[config.mk]
export PLATFORM = sky130hd
export DESIGN_NAME = d_inst_queue
export DESIGN_NICKNAME = d
export VERILOG_FILES = /design/src/rtl/d_inst_queue.sv
export SDC_FILE = /design/constraint.sdc
export NUM_CORES = 1
export LEC_CHECK = 0
export CORE_MARGIN = 3
export CORE_UTILIZATION = 60
export DETAILED_ROUTE_END_ITERATION = 6
export DONT_BUFFER_PORTS = 1
export GPL_TIMING_DRIVEN = 0
export PLACE_DENSITY = 0.76
export SYNTH_ARGS = -nofsm -noshare
export SYNTH_HDL_FRONTEND = slang
export SYNTH_SLANG_ARGS = --single-unit
[constraint.sdc]
create_clock -name clk -period 7.44 [get_ports clk]
set_input_delay 0.744 -clock clk [delete_from_list [all_inputs] [get_ports clk]]
set_output_delay 0.744 -clock clk [all_outputs]
set_load 0.01 [all_outputs]
[src/rtl/d_inst_queue.sv]
`default_nettype none
// ============================================================================
// Module  : d_inst_queue
// Brief   : F->D instruction buffer; circular queue of {PC, instr} pairs with
//           the head entry presented pre-split into MIPS fields.
// Revision: 1.0 - initial release
// ============================================================================
module d_inst_queue #(
    parameter int DEPTH = 4,
    parameter int PC_W  = 32,
    parameter int CNT_W = $clog2(DEPTH) + 1
) (
    input  logic             clk,
    input  logic             reset,
    input  logic             f_valid,
    input  logic [PC_W-1:0]  f_pc,
    input  logic [31:0]      f_instr,
    output logic             f_ready,
    input  logic             d_stall,
    input  logic             flush,
    output logic             d_valid,
    output logic [PC_W-1:0]  d_pc,
    output logic [31:0]      d_instr,
    output logic [5:0]       d_op,
    output logic [4:0]       d_rs,
    output logic [4:0]       d_rt,
    output logic [4:0]       d_rd,
    output logic [4:0]       d_shamt,
    output logic [5:0]       d_func,
    output logic [15:0]      d_imm16,
    output logic [25:0]      d_imm26,
    output logic [31:0]      d_imm_sext,
    output logic [31:0]      d_imm_zext,
    output logic [CNT_W-1:0] count
);

    localparam int              PTR_W  = $clog2(DEPTH);
    localparam int              ENTRY_W = PC_W + 32;
    localparam logic [CNT_W-1:0] c_full = CNT_W'(DEPTH);

    logic [ENTRY_W-1:0] r_mem [DEPTH];
    logic [PTR_W-1:0]   r_wr_ptr;
    logic [PTR_W-1:0]   r_rd_ptr;
    logic [CNT_W-1:0]   r_count;

    logic               w_push;
    logic               w_pop;
    logic [ENTRY_W-1:0] w_head;
    logic [PC_W-1:0]    w_pc;
    logic [31:0]        w_instr;

    // Full/empty come from the occupancy count, so pointer equality is never ambiguous.
    assign f_ready = (r_count != c_full);
    assign d_valid = (r_count != '0);
    assign count   = r_count;

    assign w_push = f_valid & f_ready;
    assign w_pop  = d_valid & ~d_stall;

    always_ff @(posedge clk or negedge reset) begin
        if (!reset) begin
            r_wr_ptr <= '0;
            r_rd_ptr <= '0;
            r_count  <= '0;
        end else if (flush) begin
            r_wr_ptr <= '0;
            r_rd_ptr <= '0;
            r_count  <= '0;
        end else begin
            if (w_push) begin
                r_wr_ptr <= r_wr_ptr + 1'b1;
            end
            if (w_pop) begin
                r_rd_ptr <= r_rd_ptr + 1'b1;
            end
            case ({w_push, w_pop})
                2'b10:   r_count <= r_count + 1'b1;
                2'b01:   r_count <= r_count - 1'b1;
                default: r_count <= r_count;
            endcase
        end
    end

    // Storage is not reset; stale slots are masked by d_valid.
    always_ff @(posedge clk) begin
        if (w_push && !flush) begin
            r_mem[r_wr_ptr] <= {f_pc, f_instr};
        end
    end

    assign w_head  = r_mem[r_rd_ptr];
    assign w_pc    = d_valid ? w_head[ENTRY_W-1:32] : '0;
    assign w_instr = d_valid ? w_head[31:0] : '0;

    assign d_pc       = w_pc;
    assign d_instr    = w_instr;
    assign d_op       = w_instr[31:26];
    assign d_rs       = w_instr[25:21];
    assign d_rt       = w_instr[20:16];
    assign d_rd       = w_instr[15:11];
    assign d_shamt    = w_instr[10:6];
    assign d_func     = w_instr[5:0];
    assign d_imm16    = w_instr[15:0];
    assign d_imm26    = w_instr[25:0];
    assign d_imm_sext = {{16{w_instr[15]}}, w_instr[15:0]};
    assign d_imm_zext = {16'b0, w_instr[15:0]};

endmodule
`default_nettype wire

==> out/qor.yml <==
slew_violations: 0
grt_overflow_total: 0
cts_max_path_buffers: 3
synth_warnings: 0
tritoncts: "done"
grt_use_total: 0.199
final_cell_area_sq_um: 12600
synth_edf_count: 256
finalNonFillerCells: 904
gp_congestion: 0.701
min_period_ns: 3.82
ant_nets: 0
leakagePower_nw: 4.42
timing.fmax_mhz: 262
regArea_sq_um: 7860
multi_input_area_sq_um: 2260
internal_power_mw: 2.79
root_buffer: "clkbuf_16"
nNetsFinal: 729
end_kind: "primary output"
rsz0062_at_grt: "no"
finalSetupTns_ns: 0
seqPwrFrac: 0.457
first_global_vias: 5248
coreArea_sq_um: 18200
synthCells: 607
cts_num_sinks: 263
hpwl_mm: 13.9
die_h_microns: 143
comb_power_share: 0.201
insertion_delay_ns: 0.51
vias_per_cell: 5.71
outcome: "finished clean"
initialDrtViolationCount: 267
fin_worst_skew_ns: 0.0102
place_inst: 855
htreeDepth: 1
start_util: 0.620
drcViolationCount: 0
finalCritPeriodShare: 0.514
setup_violations: 0
drt_wl_total_mm: 21.0
worstPathMaxFanout: 22
maxCapViolations: 0
relSlewSlack: 0.516
syn_area_sq_um: 11300
pin_count: 276
num_rows: 49
drive_gt1_frac: 0.393
ys.flop_type: "edfxtp_1"
fill_cells: 1142
grt_pass1_wl_mm: 30.8
crit_required_ns: 6.70
routed-via-count: 5160
io_buffers: 0
critPathLaunchType: "flip-flop"
numCtsBuffers: 26
final_common_cell: "edfxtp_1"
hold_viol_final: 0
switching_share: 0.252
antenna_cells: 0
power_frac_clock: 0.342
cp.arrival_ns: 3.08
p_sw_mw: 0.941
synth_cell_types: 36
p_per_area_nw_per_um2: 296
peakVddDrop_mv: 0.193
path_class: "reg2out"
async_reset_ff_frac: 0.0266
area_delta_synth_final_pct: 11.7
placed_cell_area_sq_um: 11700
syn_avg_cell_area_sq_um: 18.6
first_pass_iters: 4
die_area_sq_um: 20500
die_x_microns: 143
grt_max_degree: 44
cts.repair.resized: 0
tightest_slew_ns: 0.726
ys_seq_area_frac: 0.697
min_path_type: "in2reg"
final_cell_mix: "edfxtp_1, buf_4, mux4_2, nor2b_1, clkbuf_16"
synth-seq-cells: 263
clk_pin_slew_ns: 0.06
wire_per_inst_microns: 23.3
antenna_found_initial: 0
-- worst max-delay path: stages, from the launching register on --
cell      delay, ns
dfrtp_1        0.56
nor3_4         0.40
clkbuf_1       0.41
clkbuf_1       0.40
and2b_1        0.49
buf_4          0.28
-- stage by stage --
| stage | hold slack [ns] | power [mW] | setup WS [ns] | util |
|---|---|---|---|---|
| final | 0.320 | 3.73 | 3.62 | 0.692 |
| after global routing | 0.293 | 3.89 | 3.33 | 0.692 |
| after CTS | 0.297 | 3.78 | 3.52 | 0.692 |
| after detailed placement | 0.449 | 2.50 | 4.12 | 0.645 |
| after global placement | 0.449 | 2.48 | 2.93 | 0.639 |
| after floorplan | 0.448 | 2.36 | 4.17 | - |
-- cell usage after synthesis (2+ instances only) --
cell type,instances,share of area
nor2b_1,50,0.028
nand3b_1,2,0.0013
clkbuf_1,10,0.0033
o21ai_0,2,0.00089
inv_1,5,0.0017
and2_1,4,0.0022
xnor2_1,2,0.0016
edfxtp_1,256,0.68
buf_2,7,0.0031
a21oi_1,5,0.0022
nor2_1,7,0.0023
buf_6,2,0.0020
nand2_1,4,0.0013
buf_4,140,0.093
dfrtp_1,7,0.016
mux4_2,64,0.13
buf_12,3,0.0053
nand3_1,2,0.00089
ha_1,4,0.0044
and2b_1,15,0.010
-- kinds of logic after synthesis --
group	count (synthesis)	share of synthesized area
multiplexers	64	0.128
buffers and inverters	168	0.109
AO/OA/AOI/OAI	13	0.00765
flip-flops	263	0.697
XOR/XNOR	3	0.00233
adder cells (fa/ha/maj)	5	0.00621
other	1	0.000332
AND/OR/NAND/NOR	90	0.0502
-- cell type report --
cell class              instances  area share
repair buffers                  5     0.00894
plain buffers                 163      0.0960
flip-flops and latches        263       0.624
clock buffers                  30      0.0545
multi-input cells             191       0.179
well taps                     229      0.0227
inverters                       5     0.00149
clock inverters                18      0.0130
-- registers in the layout (all words and copies together) (netlist names) --
signal	cells
r_mem	256
count	3
r_rd_ptr	2
r_wr_ptr	2
-- path summary, 6_finish.rpt --
check | from | cells after the start | slack, ns | to
worst max-delay path | count[0]$_DFFE_PN0P_ | 5 | 3.62 | d_imm_sext[17]
worst min-delay path | f_pc[26] | 0 | 0.32 | r_mem[0][58]$_DFFE_PP_
worst max register to register | count[0]$_DFFE_PN0P_ | 7 | 4.56 | count[2]$_DFFE_PN0P_
worst min register to register | r_wr_ptr[1]$_DFFE_PN0P_ | 2 | 0.58 | r_wr_ptr[1]$_DFFE_PN0P_
max in group asynchronous | reset | 1 | 6.59 | r_wr_ptr[1]$_DFFE_PN0P_
min in group asynchronous | reset | 1 | 0.58 | r_rd_ptr[0]$_DFFE_PN0P_
-- per-layer routing --
layer / GRT usage / share of wire / up-vias
met5: 0 / 0 / -
met1: 0.229 / 0.34 / 2614
li1: - / - / 2260
met4: 0.0430 / 0.015 / 0
met2: 0.363 / 0.54 / 262
met3: 0.0690 / 0.10 / 24
-- power groups by stage --
stage,clock (mW),sequential (mW),combinational [mW]
after CTS,1.31,1.71,0.765
final,1.28,1.71,0.750
after global routing,1.37,1.71,0.807
after floorplan,0,1.73,0.630
after detailed placement,0,1.74,0.761
after global placement,0,1.74,0.747
-- timing repair --
| item | in CTS | in global routing |
|---|---|---|
| buffers inserted | 0 | 0 |
| hold buffers | 1 | 0 |
| endpoints found under the hold margin | 7 | 0 |
No activity file was read; power rests on OpenSTA's default activity.
